File: config.mk
export PLATFORM = sky130hd
export DESIGN_NAME = seq_divider_8by4
export DESIGN_NICKNAME = d
export VERILOG_FILES = /design/src/rtl/seq_divider_8by4.sv
export SDC_FILE = /design/constraint.sdc
export NUM_CORES = 1
export LEC_CHECK = 0
export CORE_MARGIN = 4
export CORE_UTILIZATION = 55
export DETAILED_ROUTE_END_ITERATION = 12
export DONT_BUFFER_PORTS = 1
export PLACE_DENSITY_LB_ADDON = 0.05
export SLEW_MARGIN = 30
export SYNTH_ARGS = -nofsm -noshare
export SYNTH_HDL_FRONTEND = slang
export SYNTH_SLANG_ARGS = --single-unit
File: constraint.sdc
create_clock -name clk -period 1.78 [get_ports clk]
set_input_delay 0.089 -clock clk [delete_from_list [all_inputs] [get_ports clk]]
set_output_delay 0.089 -clock clk [all_outputs]
set_load 0.03 [all_outputs]
File: src/rtl/seq_divider_8by4.sv
// Sequential 8-bit by 4-bit unsigned restoring divider.
// One quotient bit per cycle, MSB first; divide-by-zero short-circuits.
module seq_divider_8by4 (
  input  logic       clk,
  input  logic       rst_n,
  input  logic       start,
  input  logic [7:0] dividend,
  input  logic [3:0] divisor,
  output logic       busy,
  output logic       done,
  output logic [7:0] quotient,
  output logic [3:0] remainder,
  output logic       div_by_zero
);

  typedef enum logic {IDLE, RUN} state_t;

  state_t     state_q, state_d;
  logic [3:0] cnt_q, cnt_d;
  logic [7:0] dvd_q, dvd_d;
  logic [3:0] dvs_q, dvs_d;
  logic [3:0] part_q, part_d;
  logic [7:0] quot_q, quot_d;
  logic [3:0] rem_q, rem_d;
  logic       dz_q, dz_d;
  logic       done_q, done_d;

  logic [4:0] shifted;
  logic [3:0] diff;
  logic [3:0] part_nx;
  logic       qbit;

  // Stored remainder is always < divisor, so its 4 bits plus the
  // shifted-in dividend bit form the 5-bit working remainder.
  assign shifted = {part_q, dvd_q[7]};
  assign qbit    = (shifted >= {1'b0, dvs_q});
  assign diff    = shifted[3:0] - dvs_q;
  assign part_nx = qbit ? diff : shifted[3:0];

  always_comb begin
    state_d = state_q;
    cnt_d   = cnt_q;
    dvd_d   = dvd_q;
    dvs_d   = dvs_q;
    part_d  = part_q;
    quot_d  = quot_q;
    rem_d   = rem_q;
    dz_d    = dz_q;
    done_d  = 1'b0;
    unique case (state_q)
      IDLE: begin
        if (start) begin
          dvd_d   = dividend;
          dvs_d   = divisor;
          part_d  = 4'h0;
          cnt_d   = 4'h0;
          state_d = RUN;
        end
      end
      RUN: begin
        if (dvs_q == 4'h0) begin
          quot_d  = 8'hFF;
          rem_d   = dvd_q[3:0];
          dz_d    = 1'b1;
          done_d  = 1'b1;
          state_d = IDLE;
        end else begin
          // Quotient bits fill the dividend register from the LSB.
          part_d = part_nx;
          dvd_d  = {dvd_q[6:0], qbit};
          cnt_d  = cnt_q + 4'h1;
          if (cnt_q == 4'h7) begin
            quot_d  = {dvd_q[6:0], qbit};
            rem_d   = part_nx;
            dz_d    = 1'b0;
            done_d  = 1'b1;
            cnt_d   = 4'h0;
            state_d = IDLE;
          end
        end
      end
      default: state_d = IDLE;
    endcase
  end

  always_ff @(posedge clk or negedge rst_n) begin
    if (!rst_n) begin
      state_q <= IDLE;
      cnt_q   <= 4'h0;
      dvd_q   <= 8'h00;
      dvs_q   <= 4'h0;
      part_q  <= 4'h0;
      quot_q  <= 8'h00;
      rem_q   <= 4'h0;
      dz_q    <= 1'b0;
      done_q  <= 1'b0;
    end else begin
      state_q <= state_d;
      cnt_q   <= cnt_d;
      dvd_q   <= dvd_d;
      dvs_q   <= dvs_d;
      part_q  <= part_d;
      quot_q  <= quot_d;
      rem_q   <= rem_d;
      dz_q    <= dz_d;
      done_q  <= done_d;
    end
  end

  assign busy        = (state_q == RUN);
  assign done        = done_q;
  assign quotient    = quot_q;
  assign remainder   = rem_q;
  assign div_by_zero = dz_q;

endmodule

==> results of run 1 <==
==> worst paths after layout <==
check / slack [ps] / endpoint / cells after the start
setup / recovery: 30 / remainder[1] / 8
hold / removal: 2 / dvd_q[6] / 2
setup reg to reg: 30 / remainder[1] / 8
hold reg to reg: 520 / cnt_q[3] / 1
max in group asynchronous: 1390 / part_q[0] / 2
min in group asynchronous: 180 / cnt_q[3] / 2
==> final cells by class <==
type	count	area, um2
Tap cell	31	38.8
Fill cell	221	749
Multi-Input combinational cell	106	791
Clock inverter	3	15.0
Sequential cell	35	878
Inverter	8	35.0
Timing Repair Buffer	32	284
Clock buffer	5	37.5
==> critical path: stages, from the launching register on <==
cell	delay [ps]
sky130_fd_sc_hd__dfrtp_1	410
sky130_fd_sc_hd__inv_2	90
sky130_fd_sc_hd__ha_4	220
sky130_fd_sc_hd__a21oi_4	130
sky130_fd_sc_hd__o21ai_2	80
sky130_fd_sc_hd__a21boi_2	210
sky130_fd_sc_hd__buf_6	160
sky130_fd_sc_hd__mux2i_4	240
sky130_fd_sc_hd__o21ai_1	70
==> cells in the final DEF (no fill, tap or decap), types with 2 or more instances in the layout <==
cell type                        n
sky130_fd_sc_hd__o22a_1          7
sky130_fd_sc_hd__nor2_1          8
sky130_fd_sc_hd__nand3_1         3
sky130_fd_sc_hd__nor2b_1         2
sky130_fd_sc_hd__a21oi_1         2
sky130_fd_sc_hd__dlygate4sd3_1  11
sky130_fd_sc_hd__ha_1            3
sky130_fd_sc_hd__mux2i_1         7
sky130_fd_sc_hd__inv_1           5
sky130_fd_sc_hd__o21ai_0        17
sky130_fd_sc_hd__or3_1           2
sky130_fd_sc_hd__mux2i_4         2
sky130_fd_sc_hd__nand2_1        20
sky130_fd_sc_hd__nand2_4         2
sky130_fd_sc_hd__a22oi_1         3
sky130_fd_sc_hd__clkinv_2        3
sky130_fd_sc_hd__mux2_2          2
sky130_fd_sc_hd__dfrtp_2         2
sky130_fd_sc_hd__buf_4          19
sky130_fd_sc_hd__inv_2           2
sky130_fd_sc_hd__nand3b_1        2
sky130_fd_sc_hd__o21ai_1         7
sky130_fd_sc_hd__clkbuf_4        5
sky130_fd_sc_hd__ha_4            2
sky130_fd_sc_hd__dfrtp_1        33
==> cells by family (layout without fill, tap and decap cells) <==
family                     Yosys count  in the layout  synth area share, %
muxes                               11             11                 6.79
adders and majority gates            6              6                 4.98
DFF                                 35             35                 52.8
and+or+nand+nor                     41             41                 11.8
buffers and inverters               14             48                 4.37
xor gates and xnor gates             1              1                0.528
AOI/OAI and AO/OA                   47             47                 18.7
==> power groups by stage <==
| stage | combinational, mW | clock (mW) | sequential [mW] |
|---|---|---|---|
| 4_1_cts | 2.06 | 0.420 | 1.68 |
| 5_1_grt | 2.76 | 0.473 | 1.74 |
| 6_report | 2.50 | 0.414 | 1.69 |
| 2_1_floorplan | 1.36 | 0 | 1.62 |
| 3_5_place_dp | 1.85 | 0 | 1.69 |
| 3_3_place_gp | 1.76 | 0 | 1.67 |
==> registers in the layout, summed over array words and instances (netlist names) <==
signal / count
div_by_zero: 1
quotient: 8
busy: 1
dvs_q: 4
done: 1
part_q: 4
cnt_q: 4
remainder: 4
dvd_q: 8
==> stage by stage <==
| step | cell area, um2 | setup slack (ps) | power (mW) | util [%] | TNS, ps |
|---|---|---|---|---|---|
| 2_1_floorplan | 1660 | 13.9 | 2.98 | - | 0 |
| 3_3_place_gp | 1740 | 60.5 | 3.43 | 61.5 | 0 |
| 3_5_place_dp | 1740 | -65.1 | 3.54 | 61.5 | -268 |
| 4_1_cts | 1960 | 4.35 | 4.16 | 69.4 | 0 |
| 5_1_grt | 2080 | -58.6 | 4.97 | 73.5 | -298 |
| 6_report | 2080 | 34.0 | 4.60 | 73.5 | 0 |
==> layer usage <==
metal / part of all wire (%) / up-vias / wire length, um / track usage, %
li1: - / 618 / - / -
met1: 44 / 670 / 1740 / 27.9
met2: 48 / 46 / 1890 / 32.7
met3: 6.7 / 8 / 264 / 7.73
met4: 1.3 / 0 / 50 / 7.16
met5: 0 / - / 0 / 0
==> what timing repair did <==
item,4_1_cts,5_1_grt
endpoints found under the setup margin,6,11
hold buffers,12,0
endpoints found under the hold margin,46,0
gates resized for setup,5,13
setup buffers,3,7
pin swaps,2,2
==> run summary, run 1 <==
DRT
------------------------------------------------------------------------------------
Pre-Repair DR Iteration Count .........................................            4
Number of nets still failing antenna checks after routing .............            0
Mean number of vias per cell ..........................................         6.10
Total vias in the final route .........................................        1,342
Average detailed-routed wire length per instance ......................      17.9 um
Final WL ..............................................................      3940 um
Total DRC errors in the routed layout .................................            0
Detailed Route Iter0 Violations .......................................           94

DIE
------------------------------------------------------------------------------------
Row count .............................................................           19
Full die area .........................................................     3960 um2
Overall die width .....................................................      62.9 um
Core box area .........................................................     2830 um2
Die Y-Extent ..........................................................      62.9 um
Starting density of the core ..........................................        58.6%
IO Pins ...............................................................           30

SYNTH
------------------------------------------------------------------------------------
Mean cell area of the mapped netlist ..................................     10.7 um2
Net Count, Synth ......................................................          176
EDFF count, synth .....................................................            0
Number of distinct library cells after synthesis ......................           35
Register bit total from synthesis .....................................           35
Proportion of synthesized flip-flops having asynchronous set or reset .         100%
Top FF cell, synth .................................................... sky130_fd_sc_hd__dfrtp_1
Area contributors post-synth .......................................... sky130_fd_sc_hd__dfrtp_1 (53%), sky130_fd_sc_hd__o21ai_0 (5.7%), sky130_fd_sc_hd__mux2i_1 (5.4%)
Most frequent cell after synthesis .................................... sky130_fd_sc_hd__dfrtp_1
Post-synth top cells .................................................. sky130_fd_sc_hd__dfrtp_1 (35), sky130_fd_sc_hd__nand2_1 (20), sky130_fd_sc_hd__o21ai_0 (19), sky130_fd_sc_hd__mux2i_1 (9), sky130_fd_sc_hd__nor2_1 (8)
Post-Synthesis Cells ..................................................          155
Synth warnings ........................................................            0
Biggest area consumer among synthesized cells ......................... sky130_fd_sc_hd__dfrtp_1
Cell area after synthesis .............................................     1660 um2
Share of the synthesized area in the top cell type ....................        52.8%
Share of synthesized area occupied by flip-flops and latches ..........        52.8%

PLACE
------------------------------------------------------------------------------------
Number of I/O port buffers ............................................            0
Total instance count after detailed placement .........................          190
Placed wire-length estimate after detailed placement ..................      2610 um
Last weighted congestion value of the routability-driven placer .......        0.785

STA
------------------------------------------------------------------------------------
Slew of the pin with the lowest slew margin ...........................       412 ps
Max Freq ..............................................................    0.573 GHz
Final period util .....................................................        98.1%
Setup violators final .................................................            0
Final clock skew ......................................................      13.7 ps
Post-layout minimum cycle time ........................................      1750 ps
Max Transition Viols Final ............................................            0
Hold slack ............................................................      1.80 ps
RSZ-0062 raised after global routing ..................................         true
Slew Limit Headroom ...................................................        72.4%
Number of failing hold endpoints at the final stage ...................            0

CLOCKING
------------------------------------------------------------------------------------
TritonCTS clock tree ..................................................          yes
Sink count of the clock tree ..........................................           35
Maximum buffer depth of the clock tree ................................            2
Clk slew on worst S/H paths ...........................................       100 ps
Number of buffers added by the clock tree synthesis step ..............            5
Skew-Pair Late Insertion Delay ........................................       350 ps
Depth of the CTS H-tree ...............................................            2
Clock tree root driver cell ........................................... sky130_fd_sc_hd__clkbuf_4

GLOBAL ROUTING
------------------------------------------------------------------------------------
First-pass GRT wire length ............................................      6610 um
Via count of the first global-routing pass ............................        1,374
Antenna violations before repair ......................................            0
GRT Residual Overflow .................................................            0
Total GRT Usage .......................................................        21.3%
Maximum number of pins on one net before global-route repair ..........           36

POWER AND IR DROP
------------------------------------------------------------------------------------
Leakage ...............................................................     0.909 nW
Share of total power in the clock network .............................         9.0%
Maximum vdd drop ......................................................    0.00132 V
Pwr per Cell Area .....................................................  2210 nW/um2
Sw Share ..............................................................        44.9%
Cell-internal power ...................................................      2.54 mW
Power dissipated by switching net loads ...............................      2.07 mW
Seq pwr share .........................................................        36.8%
Relative contribution of combinational cells to total power ...........        54.2%

FINAL LAYOUT
------------------------------------------------------------------------------------
# nets final ..........................................................          209
Non-filler cells, final ...............................................          220
Fraction of final layout cells with drive strength greater than 1 .....        26.5%
Synthesis-to-layout area growth .......................................        25.3%
Number of antenna diodes ..............................................            0

SETUP PATH
------------------------------------------------------------------------------------
Arrival time reported for the critical path endpoint ..................      1970 ps
Critical path required time ...........................................      2000 ps
Critical setup path kind ..............................................      reg2reg
Reg2Reg Launch Point ..................................................     dvs_q[2]
Largest fanout on the critical path ...................................            3
Worst setup path start ................................................     dvs_q[2]
Startpoint class of the critical path .................................     register
Crit. End Element .....................................................     register

JOB
------------------------------------------------------------------------------------
Max capacitance violation total .......................................            0

MIN PATH
------------------------------------------------------------------------------------
Hold Crit Start .......................................................  dividend[6]
Class of the worst hold path ..........................................       in2reg

OUTCOME
------------------------------------------------------------------------------------
Run status ............................................................ finished, final reports clean

No activity file was read; power rests on OpenSTA's default activity.
==> run 2, diff against run 1 <==
- CORE_MARGIN: 4 -> default
==> run summary, run 2 (synthesis gave the netlist of run 1 again) <==
SETUP PATH
--------------------------------------------------------------------------------
Crit. End Element .................................................     register
Critical setup path kind ..........................................      reg2reg
Largest fanout on the critical path ...............................            4   +1
Critical path required time .......................................      1990 ps   about the same
Startpoint class of the critical path .............................     register
Arrival time reported for the critical path endpoint ..............      1950 ps   -20 ps

POWER AND IR DROP
--------------------------------------------------------------------------------
Sw Share ..........................................................        44.5%   -0.43 points
Share of total power in the clock network .........................         9.7%   +0.7 points
Maximum vdd drop ..................................................    0.00114 V   -13%
Leakage ...........................................................     0.867 nW   -4.6%
Relative contribution of combinational cells to total power .......        49.9%   -4.3 points
Cell-internal power ...............................................      2.31 mW   -9.1%
Power dissipated by switching net loads ...........................      1.85 mW   -11%
Seq pwr share .....................................................        40.5%   +3.7 points
Final Power .......................................................      4.15 mW   -9.8%
Pwr per Cell Area .................................................  2080 nW/um2   -6.1%

DIE
--------------------------------------------------------------------------------
Overall die width .................................................      56.9 um   -9.5%
Core box area .....................................................     2810 um2   -0.84%
Row count .........................................................           19   unchanged
Full die area .....................................................     3240 um2   -18%
Starting density of the core ......................................        59.1%   +0.50 points
Die Y-Extent ......................................................      56.9 um   -9.5%
IO Pins ...........................................................           30   unchanged

FINAL LAYOUT
--------------------------------------------------------------------------------
Sequential Area ...................................................      876 um2   -0.28%
Fraction of final layout cells with drive strength greater than 1 .        19.2%   -7.2 points
Non-filler cells, final ...........................................          213   -3.2%
Commonest non-fill, non-tap cells in the layout ................... sky130_fd_sc_hd__dfrtp_1 (35), sky130_fd_sc_hd__nand2_1 (20), sky130_fd_sc_hd__o21ai_0 (17)
Synthesis-to-layout area growth ...................................        20.4%
Most common cell after layout, fill and taps aside ................ sky130_fd_sc_hd__dfrtp_1
Number of antenna diodes ..........................................            0   unchanged
Area used by multi-input combinational logic ......................      762 um2   -3.6%
Total of fill cells in the finished design ........................          206   -6.8%
# nets final ......................................................          202   -3.3%

CLOCKING
--------------------------------------------------------------------------------
TritonCTS clock tree ..............................................          yes
Clk slew on worst S/H paths .......................................       100 ps   about the same
Sink count of the clock tree ......................................           35   unchanged
Clock tree root driver cell ....................................... sky130_fd_sc_hd__clkbuf_4
Skew-Pair Late Insertion Delay ....................................       330 ps   -20 ps
Depth of the CTS H-tree ...........................................            2   unchanged
Maximum buffer depth of the clock tree ............................            2   unchanged
Number of buffers added by the clock tree synthesis step ..........            5   unchanged

DRT
--------------------------------------------------------------------------------
Average detailed-routed wire length per instance ..................      15.5 um   -14%
Detailed Route Iter0 Violations ...................................           49   -48%
Mean number of vias per cell ......................................         5.77   -5.3%
Pre-Repair DR Iteration Count .....................................            8   +4
Number of nets still failing antenna checks after routing .........            0   unchanged
Final WL ..........................................................      3300 um   -16%
Total DRC errors in the routed layout .............................            4   +4
Total vias in the final route .....................................        1,230   -8.3%

GLOBAL ROUTING
--------------------------------------------------------------------------------
Total GRT Usage ...................................................        22.3%   +0.95 points
GRT Residual Overflow .............................................            0   unchanged
First-pass GRT wire length ........................................      5470 um   -17%
Via count of the first global-routing pass ........................        1,232   -10%
Maximum number of pins on one net before global-route repair ......           36   unchanged
Antenna violations before repair ..................................            0   unchanged

STA
--------------------------------------------------------------------------------
Slew of the pin with the lowest slew margin .......................       408 ps   -4.59 ps
Number of failing hold endpoints at the final stage ...............            0   unchanged
Final clock skew ..................................................      8.13 ps   -5.58 ps
Setup violators final .............................................            0   unchanged
Slew Limit Headroom ...............................................        72.7%   +0.31 points
Final period util .................................................        97.7%   -0.40 points
Max Transition Viols Final ........................................            0   unchanged
Post-layout minimum cycle time ....................................      1740 ps   -7.04 ps
Max Freq ..........................................................    0.575 GHz   +0.41%

PLACE
--------------------------------------------------------------------------------
Placed wire-length estimate after detailed placement ..............      2390 um   -8.3%
Number of I/O port buffers ........................................            0   unchanged
Last weighted congestion value of the routability-driven placer ...        0.844   +7.6%
Total instance count after detailed placement .....................          190   unchanged

JOB
--------------------------------------------------------------------------------
Max capacitance violation total ...................................            0   unchanged

OUTCOME
--------------------------------------------------------------------------------
Failing checks .................................................... design-rule violations
Run status ........................................................ finished, violations left

MIN PATH
--------------------------------------------------------------------------------
Class of the worst hold path ......................................       in2reg

## run 2: changes by cell type in the layout (fill, tap and decap cells not counted), sizes merged
cell,change
dlygate4sd3,+2
buf,-9
clkbuf,+2
clkinv,-2
## run 2: per-stage QoR
step / worst slack, ps / hold slack (ps) / area (um2) / TNS, ps / utilization, %
floorplan: 13.9 / -207 / 1660 / 0 / -
global placement: 88.6 / -206 / 1740 / 0 / 62.0
detailed placement: 22.6 / -206 / 1740 / 0 / 62.0
CTS: 32.3 / 68.8 / 1950 / 0 / 69.6
global route: -53.1 / 54.1 / 2000 / -172 / 71.2
finish: 41.1 / 73.3 / 2000 / 0 / 71.2
## run 2: power groups by stage
stage | registers [mW] | logic (mW) | clock network [mW]
2_1_floorplan | 1.62 | 1.36 | 0
3_3_place_gp | 1.67 | 1.74 | 0
3_5_place_dp | 1.68 | 1.79 | 0
4_1_cts | 1.67 | 1.88 | 0.410
5_1_grt | 1.73 | 2.30 | 0.443
6_report | 1.68 | 2.07 | 0.401
## run 2: layer usage
metal / track usage, % / share of wire [%] / vias to the layer above
li1: - / - / 601
met1: 30.1 / 47 / 596
met2: 34.6 / 46 / 31
met3: 8.76 / 7.3 / 2
met4: 4.18 / 0.49 / 0
met5: 0 / 0 / -
## run 2: critical path, stage by stage, from the launching register on
cell and delay (ps):
sky130_fd_sc_hd__dfrtp_1 390, sky130_fd_sc_hd__inv_1 70, sky130_fd_sc_hd__ha_1 300, sky130_fd_sc_hd__nand2_1 100
sky130_fd_sc_hd__o21ai_2 80, sky130_fd_sc_hd__a21boi_2 200, sky130_fd_sc_hd__buf_6 150, sky130_fd_sc_hd__mux2i_2 230
sky130_fd_sc_hd__o21ai_1 80
## run 2: worst paths after layout
path | startpoint | cells after the start | slack [ps] | to
min in group asynchronous | rst_n | 2 | 180 | cnt_q[3]
hold reg to reg | cnt_q[3] | 1 | 480 | cnt_q[3]
max in group asynchronous | rst_n | 2 | 1410 | part_q[2]
setup reg to reg | dvs_q[1] | 8 | 40 | remainder[1]
setup / recovery | dvs_q[1] | 8 | 40 | remainder[1]
hold / removal | dividend[0] | 3 | 70 | dvd_q[0]
## run 2: timing repair
action                     4_1_cts  5_1_grt
resized for setup                1       11
hold endpoints to repair        48        0
pin swaps                        1        3
setup buffers                    0        1
setup endpoints to repair        1        7
hold buffers                    14        0
gates cloned                     0        0
## run 2: layout make-up
class,count,area share [%]
timing repair buffer,25,11.8
tap,31,1.94
inverter,8,1.75
clock buffer,7,2.25
multi-input combinational,106,38.1
sequential,35,43.8
clock inverter,1,0.250
